### config.mk
export PLATFORM = sky130hd
export DESIGN_NAME = fifo_rd_packer_flat
export DESIGN_NICKNAME = d
export VERILOG_FILES = /design/src/rtl/fifo_rd_packer_pkg.sv /design/src/rtl/fifo_rd_packer_if.sv /design/src/rtl/fifo_rd_packer_pack_out_reg.sv /design/src/rtl/fifo_rd_packer.sv /design/src/flat_wrapper.sv
export SDC_FILE = /design/constraint.sdc
export NUM_CORES = 1
export LEC_CHECK = 0
export CORE_UTILIZATION = 45
export CTS_CLUSTER_DIAMETER = 100
export DETAILED_ROUTE_END_ITERATION = 6
export GPL_ROUTABILITY_DRIVEN = 0
export PLACE_DENSITY = 0.69
export SETUP_SLACK_MARGIN = 0.2
export SLEW_MARGIN = 20
export SYNTH_ARGS = -nofsm -noshare
export SYNTH_HDL_FRONTEND = slang
export SYNTH_HIERARCHICAL = 1
export SYNTH_SLANG_ARGS = --single-unit
### constraint.sdc
create_clock -name clk -period 3.8 [get_ports clk]
set_input_delay 0.57 -clock clk [delete_from_list [all_inputs] [get_ports clk]]
set_output_delay 0.57 -clock clk [all_outputs]
set_load 0.02 [all_outputs]
### src/rtl/fifo_rd_packer_pkg.sv
// -----------------------------------------------------------------------------
// fifo_rd_packer_pkg
// Shared types and helpers for the FIFO read-side packer.
//   state_t    : packer control state (S_FILL collects words, S_HOLD waits to
//                hand the completed accumulator to the output register)
//   cnt_width  : width of a counter that must hold 0..pack_n inclusive
// Optional feature macro used by the files importing this package:
//   FIFO_RD_PACKER_FLUSH_EN
// -----------------------------------------------------------------------------
package fifo_rd_packer_pkg;

    typedef enum logic {
        S_FILL = 1'b0,
        S_HOLD = 1'b1
    } state_t;

    function automatic int cnt_width(input int pack_n);
        return $clog2(pack_n + 1);
    endfunction

endpackage

### src/rtl/fifo_rd_packer_if.sv
// -----------------------------------------------------------------------------
// fifo_rd_packer_if
// Bundles the FIFO read port and the packed valid/ready output stream.
//   emp_fg    : FIFO empty flag            (environment -> packer)
//   rd_en     : FIFO read strobe           (packer -> environment)
//   rdata     : FIFO read data, DATA_W     (environment -> packer)
//   out_data  : packed word, DATA_W*PACK_N (packer -> environment)
//   out_valid : out_data holds a packet    (packer -> environment)
//   out_ready : consumer accepts out_data  (environment -> packer)
// With FIFO_RD_PACKER_FLUSH_EN defined, also:
//   flush     : request a partial packet   (environment -> packer)
//   out_cnt   : words held in out_data     (packer -> environment)
// Modports: master = packer side, slave = FIFO/consumer side.
// -----------------------------------------------------------------------------
interface fifo_rd_packer_if #(
    parameter int DATA_W = 3,
    parameter int PACK_N = 4
);
    import fifo_rd_packer_pkg::*;

    localparam int OUT_W = DATA_W * PACK_N;

    logic              emp_fg;
    logic              rd_en;
    logic [DATA_W-1:0] rdata;
    logic [OUT_W-1:0]  out_data;
    logic              out_valid;
    logic              out_ready;

`ifdef FIFO_RD_PACKER_FLUSH_EN
    localparam int CNT_W = cnt_width(PACK_N);

    logic              flush;
    logic [CNT_W-1:0]  out_cnt;

    modport master (
        input  emp_fg, rdata, out_ready, flush,
        output rd_en, out_data, out_valid, out_cnt
    );

    modport slave (
        output emp_fg, rdata, out_ready, flush,
        input  rd_en, out_data, out_valid, out_cnt
    );
`else
    modport master (
        input  emp_fg, rdata, out_ready,
        output rd_en, out_data, out_valid
    );

    modport slave (
        output emp_fg, rdata, out_ready,
        input  rd_en, out_data, out_valid
    );
`endif

endinterface

### src/rtl/fifo_rd_packer_pack_out_reg.sv
// -----------------------------------------------------------------------------
// pack_out_reg
// Single-entry valid/ready output register. Loads a new payload whenever it is
// empty or its current payload is being consumed in the same cycle, so a
// consume and a load can coincide without a bubble on out_valid.
//   clk, rst  : clock, synchronous active-high reset
//   load      : write load_data (only asserted while can_load is high)
//   load_data : payload to register, W bits
//   out_ready : consumer accepts out_data this cycle
//   out_data  : registered payload, held stable until consumed
//   out_valid : out_data holds an unconsumed payload
//   can_load  : register is free this cycle (!out_valid || out_ready)
// -----------------------------------------------------------------------------
module pack_out_reg #(
    parameter int W = 12
) (
    input  logic         clk,
    input  logic         rst,
    input  logic         load,
    input  logic [W-1:0] load_data,
    input  logic         out_ready,
    output logic [W-1:0] out_data,
    output logic         out_valid,
    output logic         can_load
);

    logic [W-1:0] data_reg;
    logic         valid_reg;

    assign can_load  = !valid_reg || out_ready;
    assign out_data  = data_reg;
    assign out_valid = valid_reg;

    always_ff @(posedge clk) begin
        if (rst) begin
            data_reg  <= '0;
            valid_reg <= 1'b0;
        end else if (load) begin
            data_reg  <= load_data;
            valid_reg <= 1'b1;
        end else if (out_ready) begin
            // Consumed (or already empty): data is left as is, only valid drops.
            valid_reg <= 1'b0;
        end
    end

endmodule

### src/rtl/fifo_rd_packer.sv
// -----------------------------------------------------------------------------
// fifo_rd_packer
// Drains narrow words from a 1-cycle-latency FIFO read port and packs PACK_N
// consecutive words into one wide word on a valid/ready output. The first word
// read lands in out_data[DATA_W-1:0]. The accumulator is separate from the
// output register, so the next packet fills while the current one is stalled
// by backpressure.
// Ports:
//   clk  : system clock (rising edge)
//   rst  : synchronous, active-high reset; discards any word in flight
//   bus  : fifo_rd_packer_if.master (emp_fg/rd_en/rdata, out_data/out_valid/
//          out_ready, plus flush/out_cnt when enabled)
// Parameters: DATA_W word width, PACK_N words per packet (PACK_N >= 2).
// Optional feature: define FIFO_RD_PACKER_FLUSH_EN to add a flush request that
// emits a zero-padded partial packet, and out_cnt reporting the word count.
// -----------------------------------------------------------------------------
module fifo_rd_packer
    import fifo_rd_packer_pkg::*;
#(
    parameter int DATA_W = 3,
    parameter int PACK_N = 4
) (
    input logic              clk,
    input logic              rst,
    fifo_rd_packer_if.master bus
);

    localparam int OUT_W = DATA_W * PACK_N;
    localparam int CNT_W = cnt_width(PACK_N);
`ifdef FIFO_RD_PACKER_FLUSH_EN
    localparam int PAYLOAD_W = OUT_W + CNT_W;
`else
    localparam int PAYLOAD_W = OUT_W;
`endif

    state_t               state_reg, state_next;
    logic [CNT_W-1:0]     cnt_reg, cnt_next;
    logic                 pend_reg;
    logic [OUT_W-1:0]     acc_reg;
    logic [CNT_W:0]       inflight;
    logic                 rd_en;
    logic                 read_block;
    logic                 load;
    logic                 can_load;
    logic [PACK_N-1:0]    slot_we;
    logic [PAYLOAD_W-1:0] load_payload;
    logic [PAYLOAD_W-1:0] out_payload;

`ifdef FIFO_RD_PACKER_FLUSH_EN
    logic flush_reg, flush_next, flush_take;

    // A flush is only meaningful if at least one word is captured or on its way.
    assign flush_take = bus.flush && (state_reg == S_FILL) && ((cnt_reg != '0) || pend_reg);
    assign read_block = flush_reg || flush_take;
`else
    assign read_block = 1'b0;
`endif

    // Words captured plus the one still in the FIFO read pipeline; reads stop
    // as soon as the packet is fully spoken for.
    assign inflight = {1'b0, cnt_reg} + {{CNT_W{1'b0}}, pend_reg};
    assign rd_en    = !rst && !bus.emp_fg && (state_reg == S_FILL)
                   && (inflight < (CNT_W+1)'(PACK_N)) && !read_block;
    assign bus.rd_en = rd_en;

    // One write enable per accumulator slot: the returning word goes to slot cnt.
    for (genvar gi = 0; gi < PACK_N; gi++) begin : g_slot
        assign slot_we[gi] = pend_reg && (state_reg == S_FILL) && (cnt_reg == CNT_W'(gi));
    end

    always_comb begin
        state_next = state_reg;
        cnt_next   = cnt_reg;
        load       = 1'b0;
`ifdef FIFO_RD_PACKER_FLUSH_EN
        flush_next = flush_reg;
`endif
        case (state_reg)
            S_FILL: begin
                if (pend_reg) begin
                    cnt_next = cnt_reg + 1'b1;
                end
`ifdef FIFO_RD_PACKER_FLUSH_EN
                if (flush_take) begin
                    flush_next = 1'b1;
                end
                // Reads are blocked while flushing, so once the last in-flight
                // word has landed the partial packet is complete.
                if (flush_reg && !pend_reg) begin
                    state_next = S_HOLD;
                end
`endif
                if (cnt_next == CNT_W'(PACK_N)) begin
                    state_next = S_HOLD;
                end
`ifdef FIFO_RD_PACKER_FLUSH_EN
                if (state_next == S_HOLD) begin
                    flush_next = 1'b0;
                end
`endif
            end
            S_HOLD: begin
                if (can_load) begin
                    load       = 1'b1;
                    cnt_next   = '0;
                    state_next = S_FILL;
                end
            end
            default: begin
                state_next = S_FILL;
            end
        endcase
    end

    always_ff @(posedge clk) begin
        if (rst) begin
            state_reg <= S_FILL;
            cnt_reg   <= '0;
            pend_reg  <= 1'b0;
            acc_reg   <= '0;
`ifdef FIFO_RD_PACKER_FLUSH_EN
            flush_reg <= 1'b0;
`endif
        end else begin
            state_reg <= state_next;
            cnt_reg   <= cnt_next;
            pend_reg  <= rd_en;
`ifdef FIFO_RD_PACKER_FLUSH_EN
            flush_reg <= flush_next;
`endif
            if (load) begin
                // Cleared on hand-off so a later partial packet is zero padded.
                acc_reg <= '0;
            end else begin
                for (int i = 0; i < PACK_N; i++) begin
                    if (slot_we[i]) begin
                        acc_reg[i*DATA_W +: DATA_W] <= bus.rdata;
                    end
                end
            end
        end
    end

`ifdef FIFO_RD_PACKER_FLUSH_EN
    // In S_HOLD cnt_reg is the number of words in the accumulator.
    assign load_payload = {cnt_reg, acc_reg};
    assign bus.out_data = out_payload[OUT_W-1:0];
    assign bus.out_cnt  = out_payload[PAYLOAD_W-1:OUT_W];
`else
    assign load_payload = acc_reg;
    assign bus.out_data = out_payload;
`endif

    pack_out_reg #(
        .W(PAYLOAD_W)
    ) u_out_reg (
        .clk       (clk),
        .rst       (rst),
        .load      (load),
        .load_data (load_payload),
        .out_ready (bus.out_ready),
        .out_data  (out_payload),
        .out_valid (bus.out_valid),
        .can_load  (can_load)
    );

endmodule

### src/flat_wrapper.sv
// flat-port wrapper written by rule: the top's interface ports become plain ports
module fifo_rd_packer_flat import fifo_rd_packer_pkg::*;
#(
    parameter int DATA_W = 3,
    parameter int PACK_N = 4
)
  (clk, rst, bus_emp_fg, bus_rdata, bus_out_ready, bus_rd_en, bus_out_data, bus_out_valid);
  fifo_rd_packer_if #(.DATA_W(DATA_W), .PACK_N(PACK_N)) bus_i ();
  input logic clk;
  input logic rst;
  input wire logic [$bits(bus_i.emp_fg)-1:0] bus_emp_fg;
  input wire logic [$bits(bus_i.rdata)-1:0] bus_rdata;
  input wire logic [$bits(bus_i.out_ready)-1:0] bus_out_ready;
  output wire logic [$bits(bus_i.rd_en)-1:0] bus_rd_en;
  output wire logic [$bits(bus_i.out_data)-1:0] bus_out_data;
  output wire logic [$bits(bus_i.out_valid)-1:0] bus_out_valid;
  assign bus_i.emp_fg = bus_emp_fg;
  assign bus_i.rdata = bus_rdata;
  assign bus_i.out_ready = bus_out_ready;
  assign bus_rd_en = bus_i.rd_en;
  assign bus_out_data = bus_i.out_data;
  assign bus_out_valid = bus_i.out_valid;
  fifo_rd_packer #(.DATA_W(DATA_W), .PACK_N(PACK_N)) u_core (.clk(clk), .rst(rst), .bus(bus_i));
endmodule
## After elaboration in Yosys (flattened, before gate mapping)

Cells that the tools add are included.

| storage, ports and cells | value |
|---|---|
| output and inout port bits | 14 |
| register bits | 30 |

| operators by class | value |
|---|---|
| reductions and logical operators | 15 |
| bitwise operators | 1 |
| $add $sub $neg | 2 |
| eq/ne operators | 5 |
| magnitude comparators | 1 |
| muxes and demuxes | 11 |

Operators by type and width:

| kind | number |
|---|---|
| $mux 3 | 3 |
| $logic_and 1x1->1 | 8 |
| $eq 3x2->1 const B | 2 |
| $mux 1 | 6 |
| $pmux 3 s2 | 1 |
| $add 3x1->4 | 1 |
| $lt 4x3->1 const B | 1 |
| $add 3x1->3 const B | 1 |
| $eq 3x1->1 const B | 1 |
| $eq 3x3->1 const B | 1 |
| $logic_not 1->1 | 3 |
| $logic_not 3->1 | 1 |
| $ne 2x2->1 const B | 1 |
| $pmux 1 s2 | 1 |
| $reduce_bool 2->1 | 1 |
| $reduce_or 2->1 | 1 |
| $logic_or 1x1->1 | 1 |
| $not 1->1 | 1 |

## Logic depth before layout (Yosys ltp)

Gate-level depths: netlist (run 1).

| depth | value |
|---|---|
| word-level depth | 6 |
| depth in mapped cells | 6 |

## Hierarchy

The synthesis (run 1) kept the hierarchy.

By module, submodules not included:

| module | instances | seq. area each (um^2) | area an instance (um^2) | cells each |
|---|---|---|---|---|
| fifo_rd_packer | 1 | 340.3 | 780.7 | 82 |
| pack_out_reg | 1 | 260.2 | 476.7 | 43 |

## Least setup slack after synthesis (run 1)

No wires, ideal clock.

| path | value |
|---|---|
| path type | input-to-output |
| start point | in rst |
| end point | out bus_rd_en |
| arrival time | 1.572 ns |
| stages | 3 |
| slack | 1.658 ns |
| buffers on the path | 1 |
| cell sequence | clkbuf_1 -> or4_4 -> a21oi_1 |

| on the way | value |
|---|---|
| cells in the longest elaborated chain, start to end | 4 |

RTL lines:

| element | RTL line | source |
|---|---|---|
| from (decl) | flat_wrapper.sv:10 | `input logic rst;` |
| $logic_not 1->1 | fifo_rd_packer.sv:62 | `assign rd_en = !rst && !bus.emp_fg && (state_reg == S_FILL)` |
| $logic_and 1x1->1 (2 in series) | fifo_rd_packer.sv:62 |  |
| $logic_and 1x1->1 | fifo_rd_packer.sv:63 | `&& (inflight < (CNT_W+1)'(PACK_N)) && !read_block;` |
| to (decl) | flat_wrapper.sv:14 | `output wire logic [$bits(bus_i.rd_en)-1:0] bus_rd_en;` |

Every way passes these cells.

## Worst setup path after layout (run 1)

Ends and elaborated chain as after synthesis.

==> flow_metrics.env, run 1 <==
export IMPL_status="finished, final reports clean"
export IMPL_whs_path_depth=2
export IMPL_syn_nets=138
export IMPL_power_share_combinational_pct=11.2
export IMPL_ctsResizeCount=0
export IMPL_synth_avg_cell_area_um2=10.1
export IMPL_power_density_nw_per_um2=403
export IMPL_arrival_ns=2.25
export IMPL_post_dp_hpwl_mm=1.62
export IMPL_final_cells=177
export IMPL_maxSlewViolCount=0
export IMPL_grt_max_degree=21
export IMPL_layout_drive_gt1_share_pct=8.84
export IMPL_clk_latency_ns=0.33
export IMPL_min_path_type="reg2reg"
export IMPL_synth_simple_area_share_pct=18.3
export IMPL_grt_pass1_wl_mm=3.64
export IMPL_root_buffer="clkbuf_4"
export IMPL_core_um2=2570
export IMPL_vias=945
export IMPL_seqPwrFrac_pct=55.0
export IMPL_crit_required_ns=3.23
export IMPL_rr_worst_depth=3
export IMPL_ir_drop_uv=296
export IMPL_port_buffer_count=20
export IMPL_synth_xor_area_share_pct=0
export IMPL_drc_errors=0
export IMPL_grt_use_total_pct=18.1
export IMPL_clock_sinks=30
export IMPL_power_frac_clock_pct=33.8
export IMPL_cts_buffer_depth=2
export IMPL_synth_compound_area_share_pct=7.66
export IMPL_p_sw_share_pct=26.8
export IMPL_postLayoutCellArea_um2=1510
export IMPL_yosys_area_share_adder_pct=5.97
export IMPL_num_antenna_cells=0
export IMPL_path_cells="clkdlybuf4s50_1, or4_4, a21oi_1, clkdlybuf4s50_1"
export IMPL_crit_path_end_kind="primary output"
export IMPL_p_sw_uw=163
export IMPL_cts_hold_buf=0
export IMPL_initial_core_util_pct=49.0
export IMPL_drt_iter0_drc=9
export IMPL_grt_overflow_total=0
export IMPL_critPathLaunchType="input pin"
export IMPL_pin_count=21
export IMPL_row_count=18
export IMPL_dpl_instance_area_um2=1440
export IMPL_cap_violations=0
export IMPL_rsz0062_at_grt="no"
export IMPL_worst_pin_slew_ns=0.856
export IMPL_critPathKind="in2out"
export IMPL_crit_slowest_cell="clkdlybuf4s50_1"
export IMPL_dp_cells=169
export IMPL_final_common_cell="dfxtp_1"
export IMPL_antenna_left=0
export IMPL_max_freq_mhz=355
export IMPL_tritoncts="done"
export IMPL_yosysWarnings=6
export IMPL_final_period_utilization_pct=74.2
export IMPL_antenna_found_initial=0
export IMPL_finalSetupViolCount=0
export IMPL_ys_seq_area_share_pct=47.8
export IMPL_nets=159
export IMPL_drtPass1Iterations=4
export IMPL_setup_tns_ns=0
export IMPL_synth_top_family_by_area="simple AND/OR/NAND/NOR gates"
export IMPL_n_fill_cell=229
export IMPL_synthCells=125
export IMPL_path_max_fanout=2
export IMPL_post_cts_buffers=0
export IMPL_die_height_um=54.9
export IMPL_grt_pass1_vias=807
export IMPL_netlist_area_um2=1260
export IMPL_cts_buffers=5
export IMPL_wire_per_inst_um=13.4
export IMPL_h_tree_depth=2
export IMPL_path_clk_slew_ns=0.09
export IMPL_fin_skew_ns=0.00827
export IMPL_yosys_register_bits=30
export IMPL_layout_common_cells="dfxtp_1 (30), nor2_1 (21), clkdlybuf4s50_1 (20)"
export IMPL_area_growth_pct=19.8
export IMPL_die_area_um2=3010
export IMPL_wirelength_mm=2.37
export IMPL_synth_distinct_cells=27
export IMPL_die_w_um=54.9
export IMPL_hold_viol_final=0
export IMPL_max_stage_delay_ns=0.61
export IMPL_vias_per_cell=5.34
export IMPL_intPower_uw=445
export IMPL_crit_top_cell="clkdlybuf4s50_1"
export IMPL_max_slew_margin_pct=43.0
export IMPL_power_leakage_nw=0.565
export IMPL_synthMuxAreaShare_pct=14.3
export IMPL_min_period_ns=2.82
[worst max-delay path, delay by kind of cell]
family	cells	cell delay (ns)
buffers and inverters	2	1.06
and+or+nand+nor	1	0.50
AOI/OAI and AO/OA	1	0.12
[synth_stat cells, drive strengths merged]
cell type	number	area, um2
a211o	1	8.76
a21oi	6	33.8
and2	1	6.26
and4bb	1	12.5
buf	5	52.6
clkbuf	2	7.51
dfxtp	30	601
ha	6	75.1
inv	4	15.0
mux2i	18	180
nand2	4	15.0
nand2b	2	12.5
nand3	6	30.0
nand3b	2	15.0
nand4bb	2	22.5
nor2	21	78.8
nor2b	1	6.26
o211ai	1	7.51
o21ai	6	30.0
o22ai	1	6.26
o32a	1	10.0
or2	2	12.5
or2b	1	7.51
or4	1	11.3
[power by group through the flow]
stage          Combinational [mW]  Clock [mW]  Sequential (mW)
2_1_floorplan              0.0573           0            0.337
3_3_place_gp               0.0667           0            0.341
3_5_place_dp               0.0680           0            0.341
4_1_cts                    0.0686       0.209            0.334
5_1_grt                    0.0743       0.225            0.336
6_report                   0.0677       0.206            0.334
[final cells by class]
cell class / count / area (um2) / share of cell area, %
clock inverters: 2 / 12.5 / 0.831
repair buffers: 21 / 208 / 13.8
clock buffers: 6 / 51.3 / 3.41
well taps: 30 / 37.5 / 2.49
multi-input cells: 84 / 582 / 38.6
flip-flops and latches: 30 / 601 / 39.9
inverters: 4 / 15.0 / 0.997
[cell families after synthesis]
family                     Yosys count
and+or+nand+nor                     44
DFF                                 30
muxes                               18
AOI/OAI and AO/OA                   16
buffers and inverters               11
adders and majority gates            6
[through the flow]
stage	hold slack, ns	utilization (%)	setup slack, ns	total power, mW
3_3_place_gp	0.459	56.2	0.986	0.407
5_1_grt	0.529	58.7	0.924	0.636
6_report	0.484	58.7	0.979	0.607
2_1_floorplan	0.444	-	1.66	0.394
3_5_place_dp	0.475	56.2	0.966	0.409
4_1_cts	0.488	58.7	0.966	0.612
[final timing paths]
path	start	endpoint	slack [ns]
max	rst	bus_rd_en	0.98
min	u_core/acc_reg[3]$_SDFFE_PP0P_	u_core/acc_reg[3]$_SDFFE_PP0P_	0.48
max reg2reg	u_core/state_reg$_SDFF_PP0_	u_core/acc_reg[0]$_SDFFE_PP0P_	2.02
min reg2reg	u_core/acc_reg[3]$_SDFFE_PP0P_	u_core/acc_reg[3]$_SDFFE_PP0P_	0.48
[per-layer routing]
| layer | track usage [%] | part of all wire, % |
|---|---|---|
| met5 | 0 | 0 |
| met2 | 27.9 | 47 |
| met4 | 8.97 | 2.1 |
| met3 | 5.83 | 4.0 |
| met1 | 22.4 | 47 |
Power figures use the tool's default switching activity.
==> run 2: changes to the inputs <==
clock period = 2.75 ns   (was 3.8 ns; I/O delays follow)
==> flow_metrics.env, run 2 (synthesis results as in run 1) <==
export IMPL_die_area_um2=3010
export IMPL_postLayoutCellArea_um2=1540
export IMPL_crit_path_end_kind="primary output"
export IMPL_max_freq_mhz=476
export IMPL_post_cts_buffers=0
export IMPL_area_growth_pct=22.3
export IMPL_cts_hold_buf=0
export IMPL_cts_buffers=5
export IMPL_port_buffer_count=20
export IMPL_grt_overflow_total=0
export IMPL_antenna_left=0
export IMPL_min_period_ns=2.10
export IMPL_regArea_um2=601
export IMPL_whs_ns=0.491
export IMPL_critPathLaunchType="input pin"
export IMPL_clock_sinks=30
export IMPL_hold_viol_final=0
export IMPL_final_period_utilization_pct=76.4
export IMPL_cts_buffer_depth=2
export IMPL_wirelength_mm=2.35
export IMPL_fin_skew_ns=0.00812
export IMPL_status="finished, final reports clean"
export IMPL_maxSlewViolCount=0
export IMPL_row_count=18
export IMPL_cap_violations=0
export IMPL_die_w_um=54.9
export IMPL_arrival_ns=1.69
export IMPL_num_antenna_cells=0
export IMPL_grt_use_total_pct=17.7
export IMPL_layout_drive_gt1_share_pct=10.1
export IMPL_finalSetupViolCount=0
export IMPL_critPathKind="in2out"
export IMPL_initial_core_util_pct=49.0
export IMPL_min_path_type="reg2reg"
export IMPL_setup_tns_ns=0
export IMPL_n_fill_cell=245
export IMPL_dp_cells=171
export IMPL_root_buffer="clkbuf_4"
export IMPL_path_clk_slew_ns=0.10
export IMPL_path_max_fanout=2
export IMPL_worstSetupEndpoint="bus_rd_en"
export IMPL_rr_worst_depth=4
export IMPL_tritoncts="done"
export IMPL_ctsResizeCount=0
export IMPL_pin_count=21
export IMPL_whs_path_depth=2
export IMPL_vias_per_cell=5.17
export IMPL_r2r_start="u_core/state_reg$_SDFF_PP0_"
export IMPL_vias=925
export IMPL_grt_pass1_wl_mm=3.47
export IMPL_ir_drop_uv=457
export IMPL_die_height_um=54.9
export IMPL_worst_pin_slew_ns=0.384
export IMPL_clk_latency_ns=0.33
export IMPL_crit_start="rst"
export IMPL_power_density_nw_per_um2=584
export IMPL_post_dp_hpwl_mm=1.68
export IMPL_final_common_cell="dfxtp_1"
export IMPL_max_slew_margin_pct=74.4
export IMPL_crit_required_ns=2.34
export IMPL_h_tree_depth=2
export IMPL_post_route_util_pct=59.9
export IMPL_grt_pass1_vias=788
export IMPL_drtPass1Iterations=4
export IMPL_dpl_instance_area_um2=1460
export IMPL_rsz0062_at_grt="no"
export IMPL_antenna_found_initial=0
export IMPL_grt_max_degree=21
export IMPL_multiInputGateArea_um2=582
export IMPL_final_cells=179
export IMPL_layout_common_cells="dfxtp_1 (30), nor2_1 (21), clkdlybuf4s50_1 (19)"
export IMPL_wire_per_inst_um=13.2
export IMPL_worstReg2RegEnd="u_core/u_out_reg/out_data[1]$_SDFFE_PP0P_"
export IMPL_nets=161
export IMPL_drt_iter0_drc=20
export IMPL_core_um2=2570
export IMPL_drc_errors=0
export IMPL_power_leakage_nw=0.601
export IMPL_timing_reg2reg_setup_slack_ns=1.24
## run 2: metal layers
metal | part of all wire (%) | track usage, % | up-vias
met2 | 46 | 26.7 | 21
met5 | 0 | 0 | -
met4 | 2.0 | 10.3 | 0
met1 | 48 | 21.5 | 423
met3 | 4.2 | 5.83 | 7
li1 | - | - | 474
## run 2: cell type report
type / instances / area share (%)
Clock buffer: 5 / 2.44
Multi-Input combinational cell: 84 / 37.8
Clock inverter: 3 / 2.60
Sequential cell: 30 / 39.1
Tap cell: 30 / 2.44
Timing Repair Buffer: 23 / 14.6
Inverter: 4 / 0.976
## run 2: worst max-delay path: stages
cell and delay (ns):
clkdlybuf4s50_1 0.45, or4_4 0.49, a21oi_1 0.11, dlymetal6s2s_1 0.23
## run 2: per-stage QoR
stage	setup WS, ns	power (mW)
final	0.648	0.898
after global routing	0.575	0.937
after CTS	0.249	0.910
after detailed placement	0.249	0.568
after global placement	0.249	0.565
after floorplan	0.923	0.544
## run 2: report_power, final
| group | switching (mW) | total (mW) | internal [mW] |
|---|---|---|---|
| combinational | 0.0481 | 0.0960 | 0.0478 |
| sequential | 0.0152 | 0.461 | 0.446 |
| clock | 0.153 | 0.341 | 0.188 |
| total | 0.216 | 0.898 | 0.682 |
## run 2: how the worst min path moves through the flow
stage,start,to,slack [ns]
6_report,u_core/acc_reg[3]$_SDFFE_PP0P_,u_core/acc_reg[3]$_SDFFE_PP0P_,0.49
5_1_grt,u_core/u_out_reg/out_data[7]$_SDFFE_PP0P_,u_core/u_out_reg/out_data[7]$_SDFFE_PP0P_,0.53
4_1_cts,u_core/acc_reg[3]$_SDFFE_PP0P_,u_core/acc_reg[3]$_SDFFE_PP0P_,0.50
3_5_place_dp,u_core/acc_reg[3]$_SDFFE_PP0P_,u_core/acc_reg[3]$_SDFFE_PP0P_,0.48
3_3_place_gp,u_core/acc_reg[3]$_SDFFE_PP0P_,u_core/acc_reg[3]$_SDFFE_PP0P_,0.46
2_1_floorplan,u_core/acc_reg[3]$_SDFFE_PP0P_,u_core/acc_reg[3]$_SDFFE_PP0P_,0.44
